$ cat config.mk
export PLATFORM = sky130hd
export DESIGN_NAME = bcd_tick_counter_flat
export DESIGN_NICKNAME = d
export VERILOG_FILES = /design/src/rtl/bcd_tick_counter_if.sv /design/src/rtl/bcd_tick_counter.sv /design/src/flat_wrapper.sv
export SDC_FILE = /design/constraint.sdc
export NUM_CORES = 1
export LEC_CHECK = 0
export ABC_AREA = 0
export CAP_MARGIN = 20
export CORE_AREA = 2 2 79 81
export CTS_BUF_LIST = sky130_fd_sc_hd__clkbuf_2
export CTS_CLUSTER_SIZE = 16
export DETAILED_ROUTE_END_ITERATION = 12
export DIE_AREA = 0 0 81 83
export GPL_TIMING_DRIVEN = 0
export PLACE_DENSITY = 0.55
export SLEW_MARGIN = 40
export SYNTH_ARGS = -nofsm -noshare
export SYNTH_HDL_FRONTEND = slang
export SYNTH_SLANG_ARGS = --single-unit
$ cat constraint.sdc
create_clock -name clk -period 2.14 [get_ports clk]
set_input_delay 0.321 -clock clk [delete_from_list [all_inputs] [get_ports clk]]
set_output_delay 0.321 -clock clk [all_outputs]
set_load 0.02 [all_outputs]
$ cat src/rtl/bcd_tick_counter_if.sv
// ============================================================================
// Module      : bcd_tick_counter_if
// Description : Control, slow-clock input and BCD count bundle for bcd_tick_counter.
// Revision    : 1.0 - initial release
// ============================================================================
`default_nettype none

interface bcd_tick_counter_if #(
    parameter int NDIGITS = 4
);
    logic                   slow_clk;
    logic                   start;
    logic                   stop;
    logic                   clear;
    logic                   dir;
    logic [4*NDIGITS-1:0]   digits;
    logic                   tick;
    logic                   wrap;
    logic                   running;

    modport master (
        output slow_clk, start, stop, clear, dir,
        input  digits, tick, wrap, running
    );

    modport slave (
        input  slow_clk, start, stop, clear, dir,
        output digits, tick, wrap, running
    );
endinterface

`default_nettype wire

$ cat src/rtl/bcd_tick_counter.sv
// ============================================================================
// Module      : bcd_tick_counter
// Description : Slow-clock edge to tick converter driving an up/down BCD counter.
// Revision    : 1.0 - initial release
// ============================================================================
`default_nettype none

module bcd_tick_counter #(
    parameter int NDIGITS = 4
) (
    input  wire logic            clk,
    input  wire logic            reset,
    bcd_tick_counter_if.slave    bus
);
    localparam logic [0:0] c_STOPPED = 1'b0;
    localparam logic [0:0] c_RUNNING = 1'b1;

    logic                   r_s1;
    logic                   r_s2;
    logic                   r_s3;
    logic [0:0]             r_state;
    logic [4*NDIGITS-1:0]   r_digits;
    logic                   r_tick;
    logic                   r_wrap;

    logic                   w_edge;
    logic                   w_adv;
    logic [0:0]             w_state_nxt;
    logic [NDIGITS:0]       w_carry;
    logic [4*NDIGITS-1:0]   w_digits_nxt;

    assign w_edge = r_s2 & ~r_s3;
    // State is sampled before this edge's transition, so start+edge never counts.
    assign w_adv  = w_edge & (r_state == c_RUNNING) & ~bus.clear;

    // Carry (up) or borrow (down) ripples from digit 0; the final carry is rollover.
    assign w_carry[0] = 1'b1;

    for (genvar i = 0; i < NDIGITS; i++) begin : g_digit
        logic [3:0] w_d;
        logic       w_at_limit;

        assign w_d        = r_digits[4*i +: 4];
        assign w_at_limit = bus.dir ? (w_d == 4'd0) : (w_d == 4'd9);
        assign w_carry[i+1] = w_carry[i] & w_at_limit;

        always_comb begin
            w_digits_nxt[4*i +: 4] = w_d;
            if (w_carry[i]) begin
                if (bus.dir) begin
                    w_digits_nxt[4*i +: 4] = w_at_limit ? 4'd9 : (w_d - 4'd1);
                end else begin
                    w_digits_nxt[4*i +: 4] = w_at_limit ? 4'd0 : (w_d + 4'd1);
                end
            end
        end
    end

    always_comb begin
        w_state_nxt = r_state;
        if (bus.stop) begin
            w_state_nxt = c_STOPPED;
        end else if (bus.start) begin
            w_state_nxt = c_RUNNING;
        end
    end

    always_ff @(posedge clk) begin
        if (reset) begin
            r_s1     <= 1'b0;
            r_s2     <= 1'b0;
            r_s3     <= 1'b0;
            r_state  <= c_STOPPED;
            r_digits <= '0;
            r_tick   <= 1'b0;
            r_wrap   <= 1'b0;
        end else begin
            r_s1    <= bus.slow_clk;
            r_s2    <= r_s1;
            r_s3    <= r_s2;
            r_state <= w_state_nxt;
            r_tick  <= w_edge;
            r_wrap  <= w_adv & w_carry[NDIGITS];
            if (bus.clear) begin
                r_digits <= '0;
            end else if (w_adv) begin
                r_digits <= w_digits_nxt;
            end
        end
    end

    assign bus.digits  = r_digits;
    assign bus.tick    = r_tick;
    assign bus.wrap    = r_wrap;
    assign bus.running = (r_state == c_RUNNING);

endmodule

`default_nettype wire

$ cat src/flat_wrapper.sv
// flat-port wrapper written by rule: the top's interface ports become plain ports
module bcd_tick_counter_flat 
#(
    parameter int NDIGITS = 4
)
  (clk, reset, bus_slow_clk, bus_start, bus_stop, bus_clear, bus_dir, bus_digits, bus_tick, bus_wrap, bus_running);
  bcd_tick_counter_if #(.NDIGITS(NDIGITS)) bus_i ();
  input  wire logic clk;
  input  wire logic reset;
  input wire logic [$bits(bus_i.slow_clk)-1:0] bus_slow_clk;
  input wire logic [$bits(bus_i.start)-1:0] bus_start;
  input wire logic [$bits(bus_i.stop)-1:0] bus_stop;
  input wire logic [$bits(bus_i.clear)-1:0] bus_clear;
  input wire logic [$bits(bus_i.dir)-1:0] bus_dir;
  output wire logic [$bits(bus_i.digits)-1:0] bus_digits;
  output wire logic [$bits(bus_i.tick)-1:0] bus_tick;
  output wire logic [$bits(bus_i.wrap)-1:0] bus_wrap;
  output wire logic [$bits(bus_i.running)-1:0] bus_running;
  assign bus_i.slow_clk = bus_slow_clk;
  assign bus_i.start = bus_start;
  assign bus_i.stop = bus_stop;
  assign bus_i.clear = bus_clear;
  assign bus_i.dir = bus_dir;
  assign bus_digits = bus_i.digits;
  assign bus_tick = bus_i.tick;
  assign bus_wrap = bus_i.wrap;
  assign bus_running = bus_i.running;
  bcd_tick_counter #(.NDIGITS(NDIGITS)) u_core (.clk(clk), .reset(reset), .bus(bus_i));
endmodule
==> results.yml, run 1 <==
global_route:
  grt_pass1_wl_microns: 7110
  antenna_found_initial: 0
  grt_pass1_vias: 1437
  grt_max_degree: 14
  grt.overflow.total: 0
  grt_util_all_layers_pct: 13.0
detailed_routing:
  drtIter0Drc: 134
  via_count: 1593
  vias_per_cell: 5.21
  first_pass_iters: 4
  wl_per_cell_microns: 13.9
  ant_nets: 0
  drc_errors: 0
  wirelength_microns: 4260
clocking:
  clkLatencyLatePin_ns: 0.36
  path_clk_slew_ns: 0.26
  root_buffer: "clkbuf_2"
  cts_buffer_depth: 2
  cts.sinks: 22
  htreeDepth: 1
  tritoncts: "yes"
  cts_buffers: 3
  hold_buffers: 0
pwr:
  seqPwrFrac_pct: 51.3
  switching_power_mw: 0.201
  peakVddDrop_mv: 0.384
  powerDensity_mw_per_mm2: 379
  switching_share_pct: 24.7
  pwr-share-clk_pct: 38.2
  combPwrFrac_pct: 10.5
  internal_power_mw: 0.612
  p_leak_nw: 0.749
  total_power_mw: 0.813
yosys:
  ys_types: 54
  syn_area_sq_mm: 0.00169
  syn-mean-instance-area_sq_um: 8.45
  synth_area_leaders: "dfxtp_1, ha_1, a21oi_1"
  ys_seq_area_share_pct: 26.1
  synth-async-reset-ratio_pct: 0
  syn_inst: 200
  synthDominantCellAreaShare_pct: 26.1
  synth_edf_count: 0
  synth_nets: 223
  synth_warnings: 0
  yosysTopAreaCell: "dfxtp_1"
  ys_ff_latch: 22
  synthFlopType: "dfxtp_1"
finish:
  diodes: 0
  syn2layout_area_growth_pct: 26.7
  mostFrequentLayoutCell: "clkdlybuf4s50_1"
  drive_above_1_share_pct: 14.3
  area.sequential_sq_um: 448
  multi_input_area_sq_mm: 0.00119
  fillers: 642
  final_cell_mix: "clkdlybuf4s50_1, dfxtp_1, ha_1, a21oi_1"
  fin_nets: 255
floorplan:
  fp.dieH_microns: 83
  ios: 26
  dieWidth_microns: 81
  initial_core_util_pct: 29.1
  rows: 28
  core_sq_mm: 0.00582
  die-area_sq_mm: 0.00672
placement:
  place.gp.congestion: 0.793
  dp_slack_ns: -0.167
  portBuffers: 25
  dp_hpwl_microns: 3030
timing:
  finalMaxSlewViolations: 0
  holdWs_ns: 0.434
  setup_viol: 0
  rsz0062_at_grt: "no"
  skew_ns: 0.0231
  worst_pin_slew_ns: 0.682
  worst_slack_ns: 0.112
  slew-limit-headroom_pct: 53.9
  finalCritPeriodShare_pct: 94.7
  hold_viol_final: 0
  tns_ns: 0
  max_freq_mhz: 493
  period_needed_ns: 2.03
hold_path:
  hold_depth: 1
  hp-class: "flip-flop to flip-flop"
worst_setup_path:
  end_kind: "flip-flop"
  r2r_cells: 5
  crit_required_ns: 2.43
  worstPathMaxFanout: 8
  critPathKind: "input port to flip-flop"
  cp.arrival_ns: 2.32
  start_kind: "input port"
run_status:
  status: "finished, final reports clean"
job:
  maxCapViolCount: 0
-- routing by layer --
metal / track usage [%] / up-vias / wire length (microns)
met5: 0 / - / 0
met4: 2.47 / 0 / 44
met1: 18.7 / 754 / 2200
met2: 20.2 / 29 / 1920
met3: 2.39 / 4 / 104
li1: - / 806 / -
-- power groups by stage --
stage / sequential, mW / combinational (mW) / clock (mW)
finish: 0.417 / 0.0856 / 0.310
CTS: 0.419 / 0.0824 / 0.330
floorplan: 0.427 / 0.0472 / 0
global placement: 0.426 / 0.0819 / 0
detailed placement: 0.426 / 0.0822 / 0
global route: 0.418 / 0.0936 / 0.341
-- layout make-up --
cell class / instances / area share [%]
Timing Repair Buffer: 27 / 12.4
Sequential cell: 22 / 20.9
Tap cell: 75 / 4.38
Inverter: 12 / 2.10
Clock buffer: 3 / 0.701
Multi-Input combinational cell: 155 / 55.7
Buffer: 11 / 2.39
Clock inverter: 1 / 1.40
-- cells by family (layout without fill, tap and decap cells) --
| kind of cell | after synthesis | count (layout) | synth area share, % |
|---|---|---|---|
| AO/OA/AOI/OAI | 63 | 63 | 25.0 |
| XOR/XNOR | 3 | 3 | 1.55 |
| adder cells (fa/ha/maj) | 16 | 16 | 11.8 |
| buffers and inverters | 23 | 54 | 5.55 |
| flip-flops | 22 | 22 | 26.1 |
| multiplexers | 3 | 3 | 2.52 |
| AND/OR/NAND/NOR | 70 | 70 | 27.5 |
-- metrics by stage --
| stage | utilization (%) | area, sq um | std cells |
|---|---|---|---|
| after global placement | 35.0 | 2030 | 300 |
| final | 36.8 | 2140 | 306 |
| after global routing | 36.8 | 2140 | 306 |
| after floorplan | - | 1690 | 200 |
| after CTS | 35.8 | 2080 | 304 |
| after detailed placement | 35.0 | 2030 | 300 |
-- flip-flops by register name (all words and copies together), names as in the netlist --
name,count
u_core.bus.digits,16
u_core.bus.running,1
u_core.bus.tick,1
u_core.bus.wrap,1
u_core.r_s1,1
u_core.r_s2,1
u_core.r_s3,1
-- worst max-delay path: stages --
cell             delay (ns)
clkdlybuf4s50_1        0.59
nand3b_1               0.33
a211o_1                0.40
or4b_1                 0.53
a21oi_1                0.14
-- path summary, 6_finish.rpt --
check | from | to | slack, ns
max | bus_dir | u_core.bus.digits[13]$_SDFFE_PP0P_ | 0.11
min | u_core.r_s1$_SDFF_PP0_ | u_core.r_s2$_SDFF_PP0_ | 0.43
max reg2reg | u_core.bus.digits[8]$_SDFFE_PP0P_ | u_core.bus.digits[13]$_SDFFE_PP0P_ | 0.11
min reg2reg | u_core.r_s1$_SDFF_PP0_ | u_core.r_s2$_SDFF_PP0_ | 0.43
-- synthesized netlist by cell type, types with 2 or more instances --
cell and count:
or3_1 2, inv_1 11, o21bai_1 3, mux2i_1 2
and4bb_2 3, nand2_1 11, nor4_1 2, clkbuf_1 4
nand4_1 2, nand3_1 2, nand3b_1 4, a21oi_1 13
o21ai_1 9, o22ai_1 2, dfxtp_1 22, buf_2 6
and3b_1 2, o311ai_1 2, nor3b_1 6, nor2_1 12
nor3_1 5, xor2_1 2, nand2b_1 4, a31oi_1 4
a211oi_1 8, nor2b_1 5, o31ai_1 3, ha_1 16
o21ai_0 5, nor4bb_1 3, a311oi_1 2
-- repair_timing --
| item | in CTS | in global routing |
|---|---|---|
| setup endpoints to repair | 0 | 8 |
| buffers inserted | 0 | 2 |
| gates resized for setup | 0 | 15 |
No activity file was read; power rests on OpenSTA's default activity.
==> inputs of run 2 (changes only) <==
--- a/config.mk
+++ b/config.mk
@@ -13,7 +13,8 @@
 export DETAILED_ROUTE_END_ITERATION = 12
 export DIE_AREA = 0 0 81 83
 export GPL_TIMING_DRIVEN = 0
-export PLACE_DENSITY = 0.55
+export HOLD_SLACK_MARGIN = 0.1
+export PLACE_DENSITY_LB_ADDON = 0.08
 export SLEW_MARGIN = 40
 export SYNTH_ARGS = -nofsm -noshare
 export SYNTH_HDL_FRONTEND = slang
==> run 2 against run 1 <==
Worst setup slack worse by 0.089 ns. Flip-flop and latch count stayed put. Sequential power hardly changed. Combinational power is 2% higher. Fmax is 4.2% lower. Clock skew is 0.0082 ns higher. Critical path depth is 1 higher. Critical path type unchanged. Core utilization is 0.26 points lower. Register-to-register slack hardly changed. Hold slack better by 0.026 ns. Highest routed layer unchanged. Power is 16% lower. Clock power is 43% lower.
==> results.yml, run 2 (same netlist as run 1, synthesis figures left out) <==
run_status:
  status: "finished, final reports clean"
placement:
  place.gp.congestion: 0.787
  dpl_cell_area_sq_mm: 0.00203
  dp_hpwl_microns: 3320
  dpl.cell_count: 300
  portBuffers: 25
clocking:
  hold_buffers: 0
  tritoncts: "yes"
  cts_buffer_depth: 2
  cts_buffers: 3
  cts.sinks: 22
  clkLatencyLatePin_ns: 0.35
  htreeDepth: 1
  root_buffer: "clkbuf_2"
  path_clk_slew_ns: 0.20
finish:
  drive_above_1_share_pct: 14.3
  fin_nets: 255
  fillers: 634
  final_cell_mix: "clkdlybuf4s50_1, dfxtp_1, ha_1, a21oi_1"
  fin_cells: 306
  largest_register_ffs: 16
  mostFrequentLayoutCell: "clkdlybuf4s50_1"
  diodes: 0
  postLayoutCellArea_sq_mm: 0.00213
  syn2layout_area_growth_pct: 25.8
floorplan:
  initial_core_util_pct: 29.1
  fp.dieH_microns: 83
  rows: 28
  dieWidth_microns: 81
  die-area_sq_mm: 0.00672
  core_sq_mm: 0.00582
  ios: 26
pwr:
  peakVddDrop_mv: 0.235
  switching_power_mw: 0.189
  total_power_mw: 0.680
  p_leak_nw: 0.734
  powerDensity_mw_per_mm2: 320
  internal_power_mw: 0.491
  switching_share_pct: 27.8
  combPwrFrac_pct: 12.8
  pwr-share-clk_pct: 25.9
  seqPwrFrac_pct: 61.3
detailed_routing:
  drc_errors: 0
  vias_per_cell: 5.24
  ant_nets: 0
  wirelength_microns: 4640
  first_pass_iters: 4
  via_count: 1602
  wl_per_cell_microns: 15.2
  drtIter0Drc: 68
hold_path:
  hp-class: "flip-flop to flip-flop"
  min_to: "u_core.r_s2$_SDFF_PP0_"
  min-delay-start: "u_core.r_s1$_SDFF_PP0_"
  hold_depth: 1
worst_setup_path:
  end_kind: "flip-flop"
  r2r_cells: 7
  cp.arrival_ns: 2.40
  worstReg2RegStart: "u_core.bus.digits[1]$_SDFFE_PP0P_"
  worstPathMaxFanout: 10
  critPathKind: "input port to flip-flop"
  timing.rr.end: "u_core.bus.digits[15]$_SDFFE_PP0P_"
  crit_required_ns: 2.42
  start_kind: "input port"
  rrSetupSlack_ns: 0.12
timing:
  hold_viol_final: 0
  skew_ns: 0.0313
  worst_pin_slew_ns: 0.646
  finalMaxSlewViolations: 0
  period_needed_ns: 2.12
  max_freq_mhz: 472
  finalCritPeriodShare_pct: 98.9
  setup_viol: 0
  rsz0062_at_grt: "no"
  slew-limit-headroom_pct: 56.3
  tns_ns: 0
global_route:
  grt_util_all_layers_pct: 14.3
  grt_max_degree: 13
  antenna_found_initial: 0
  grt_pass1_vias: 1485
  grt_pass1_wl_microns: 7590
  grt.overflow.total: 0
job:
  maxCapViolCount: 0
==> run 2: layout make-up <==
| type | count | area [sq um] | area share (%) |
|---|---|---|---|
| Clock buffer | 3 | 15.0 | 0.706 |
| Timing Repair Buffer | 27 | 265 | 12.5 |
| Tap cell | 75 | 93.8 | 4.41 |
| Multi-Input combinational cell | 155 | 1200 | 56.6 |
| Buffer | 11 | 51.3 | 2.41 |
| Sequential cell | 22 | 449 | 21.1 |
| Clock inverter | 1 | 3.75 | 0.176 |
| Inverter | 12 | 45.0 | 2.12 |
==> run 2: how the worst max path moves through the flow <==
stage | to | startpoint | depth (start not counted)
3_5_place_dp | u_core.bus.digits[15]$_SDFFE_PP0P_ | bus_dir | 6
4_1_cts | u_core.bus.digits[13]$_SDFFE_PP0P_ | u_core.bus.digits[8]$_SDFFE_PP0P_ | 5
5_1_grt | u_core.bus.digits[15]$_SDFFE_PP0P_ | bus_dir | 6
2_1_floorplan | u_core.bus.digits[13]$_SDFFE_PP0P_ | u_core.bus.digits[8]$_SDFFE_PP0P_ | 5
3_3_place_gp | u_core.bus.digits[15]$_SDFFE_PP0P_ | bus_dir | 6
6_report | u_core.bus.digits[15]$_SDFFE_PP0P_ | bus_dir | 6
==> run 2: power by group through the flow <==
stage                     Combinational (mW)  Sequential [mW]  Clock (mW)
after floorplan                       0.0472            0.427           0
after global placement                0.0845            0.426           0
after detailed placement              0.0832            0.426           0
after CTS                             0.0847            0.418       0.196
after global routing                  0.0958            0.418       0.212
final                                 0.0873            0.416       0.176
==> run 2: metrics by stage <==
step                util (%)  hold slack [ns]  worst slack, ns
global route            36.6            0.454          0.00689
detailed placement      35.0            0.428           -0.285
global placement        35.0            0.432           -0.353
CTS                     35.5            0.465          0.00294
finish                  36.6            0.460           0.0236
floorplan                  -            0.393            0.234
==> run 2: timing repair <==
action,in CTS,in global routing
resized for setup,2,14
pin swaps,0,1
setup endpoints to repair,1,8
endpoints found under the hold margin,0,0
setup buffers,0,2
==> run 2: critical path, stage by stage <==
cell and delay, ns:
clkdlybuf4s50_1 0.65, nand3b_1 0.34, a211o_1 0.36, clkbuf_4 0.22, nor4_2 0.31, o2111a_1 0.20
==> run 2: per-layer routing <==
| layer | vias to the layer above | global-route usage [%] | part of all wire [%] |
|---|---|---|---|
| li1 | 804 | - | - |
| met1 | 759 | 21.6 | 51 |
| met2 | 37 | 21.0 | 44 |
| met3 | 2 | 2.50 | 3.9 |
| met4 | 0 | 2.77 | 0.63 |
| met5 | - | 0 | 0 |
==> inputs of run 3 (changes only) <==
--- a/config.mk
+++ b/config.mk
@@ -7,11 +7,11 @@
 export LEC_CHECK = 0
 export ABC_AREA = 0
 export CAP_MARGIN = 20
-export CORE_AREA = 2 2 79 81
+export CORE_AREA = 2 2 58 60
 export CTS_BUF_LIST = sky130_fd_sc_hd__clkbuf_2
 export CTS_CLUSTER_SIZE = 16
 export DETAILED_ROUTE_END_ITERATION = 12
-export DIE_AREA = 0 0 81 83
+export DIE_AREA = 0 0 60 62
 export GPL_TIMING_DRIVEN = 0
 export HOLD_SLACK_MARGIN = 0.1
 export PLACE_DENSITY_LB_ADDON = 0.08
==> run 3 against run 2 <==
Via count is 2.2% higher. Critical path depth is 1 lower. Wire length is 2.4% lower. Flip-flop and latch count stayed put. Core utilization is 29 points higher. Die area is 45% lower. Fmax is 0.39% higher. Sequential share of layout area is 0.41 points higher. Combinational power is 0.9% higher.
==> results.yml, run 3 (same netlist as run 1, synthesis figures left out) <==
run_status:
  status: "finished, final reports clean"
clocking:
  tritoncts: "yes"
  clkLatencyLatePin_ns: 0.34
  root_buffer: "clkbuf_2"
  htreeDepth: 1
  cts.sinks: 22
  cts_buffer_depth: 2
  path_clk_slew_ns: 0.21
  hold_buffers: 0
  cts_buffers: 3
worst_setup_path:
  worstPathMaxFanout: 8
  slowest_delay_ns: 0.63
  r2r_cells: 6
  start_kind: "input port"
  critPathKind: "input port to flip-flop"
  path_depth: 5
  crit_slowest_cell: "clkdlybuf4s50_1"
  end_kind: "flip-flop"
  worst-path-buf-inv: 1
  path_cells: "clkdlybuf4s50_1, nand3b_1, a211o_1, or4b_1, a21oi_1"
  crit_required_ns: 2.42
  cpLargestDelayFamily: "simple AND/OR/NAND/NOR gates"
  cp.arrival_ns: 2.39
detailed_routing:
  vias_per_cell: 5.96
  first_pass_iters: 4
  wl_per_cell_microns: 16.5
  via_count: 1638
  ant_nets: 0
  drtIter0Drc: 171
  drc_errors: 0
  wirelength_microns: 4530
finish:
  post-route-util_pct: 65.4
  diodes: 0
  drive_above_1_share_pct: 13.1
  fin_nets: 254
  fin_cells: 275
  largest_register_ffs: 16
  final_cell_mix: "clkdlybuf4s50_1, dfxtp_1, ha_1, a21oi_1"
  postLayoutCellArea_sq_mm: 0.00208
  mostFrequentLayoutCell: "clkdlybuf4s50_1"
  syn2layout_area_growth_pct: 23.1
pwr:
  total_power_mw: 0.677
  p_leak_nw: 0.725
  powerDensity_mw_per_mm2: 325
  peakVddDrop_mv: 0.263
timing:
  holdWs_ns: 0.463
  tns_ns: 0
  hold_viol_final: 0
  setup_viol: 0
  finalMaxSlewViolations: 0
  period_needed_ns: 2.11
  worst_slack_ns: 0.0317
  max_freq_mhz: 474
  slew-limit-headroom_pct: 53.3
  skew_ns: 0.0106
  worst_pin_slew_ns: 0.691
  finalCritPeriodShare_pct: 98.5
placement:
  place.gp.congestion: 0.855
  dpl.cell_count: 271
  dp_slack_ns: -0.218
  dp_hpwl_microns: 3170
  dpl_cell_area_sq_mm: 0.00200
  portBuffers: 25
floorplan:
  die-area_sq_mm: 0.00372
  initial_core_util_pct: 53.2
  ios: 26
  dieWidth_microns: 60
  rows: 21
  fp.dieH_microns: 62
  core_sq_mm: 0.00318
hold_path:
  hold_depth: 1
  hp-class: "flip-flop to flip-flop"
global_route:
  grt_max_degree: 12
  grt.overflow.total: 0
  grt_util_all_layers_pct: 24.7
  grt_pass1_wl_microns: 6970
  grt_pass1_vias: 1580
  antenna_found_initial: 0
job:
  maxCapViolCount: 0
[run 3: final cells by class]
class | instances | area (sq um)
Tap cell | 46 | 57.6
Timing Repair Buffer | 26 | 258
Inverter | 12 | 45.0
Multi-Input combinational cell | 155 | 1210
Sequential cell | 22 | 448
Fill cell | 269 | 1100
Buffer | 11 | 51.3
Clock buffer | 3 | 15.0
[run 3: final timing paths]
path	slack, ns	end	startpoint
min	0.46	u_core.r_s2$_SDFF_PP0_	u_core.r_s1$_SDFF_PP0_
max	0.03	u_core.bus.digits[13]$_SDFFE_PP0P_	bus_dir
max reg2reg	0.10	u_core.bus.digits[13]$_SDFFE_PP0P_	u_core.bus.digits[1]$_SDFFE_PP0P_
min reg2reg	0.46	u_core.r_s2$_SDFF_PP0_	u_core.r_s1$_SDFF_PP0_
[run 3: timing repair]
action	CTS	global route
resized for setup	0	16
hold endpoints to repair	0	0
setup buffers	0	1
setup endpoints to repair	0	8
[run 3: metal layers]
metal | vias to the layer above | share of wire, % | GRT usage (%)
met1 | 765 | 44 | 31.1
met2 | 65 | 50 | 43.2
met3 | 4 | 5.7 | 2.69
met4 | 0 | 0.75 | 10.2
met5 | - | 0 | 0
li1 | 804 | - | -
[run 3: worst register-to-register path, cell delays in order (launching register included)]
cell	delay, ns
dfxtp_4	0.41
inv_1	0.12
ha_2	0.21
nand3b_1	0.14
a211o_1	0.38
or4b_1	0.56
a21oi_1	0.15
[run 3: report_power, final]
part           switching [mW]  internal (mW)
logic                  0.0513         0.0367
registers             0.00341          0.413
clock network           0.134         0.0381
total                   0.189          0.488
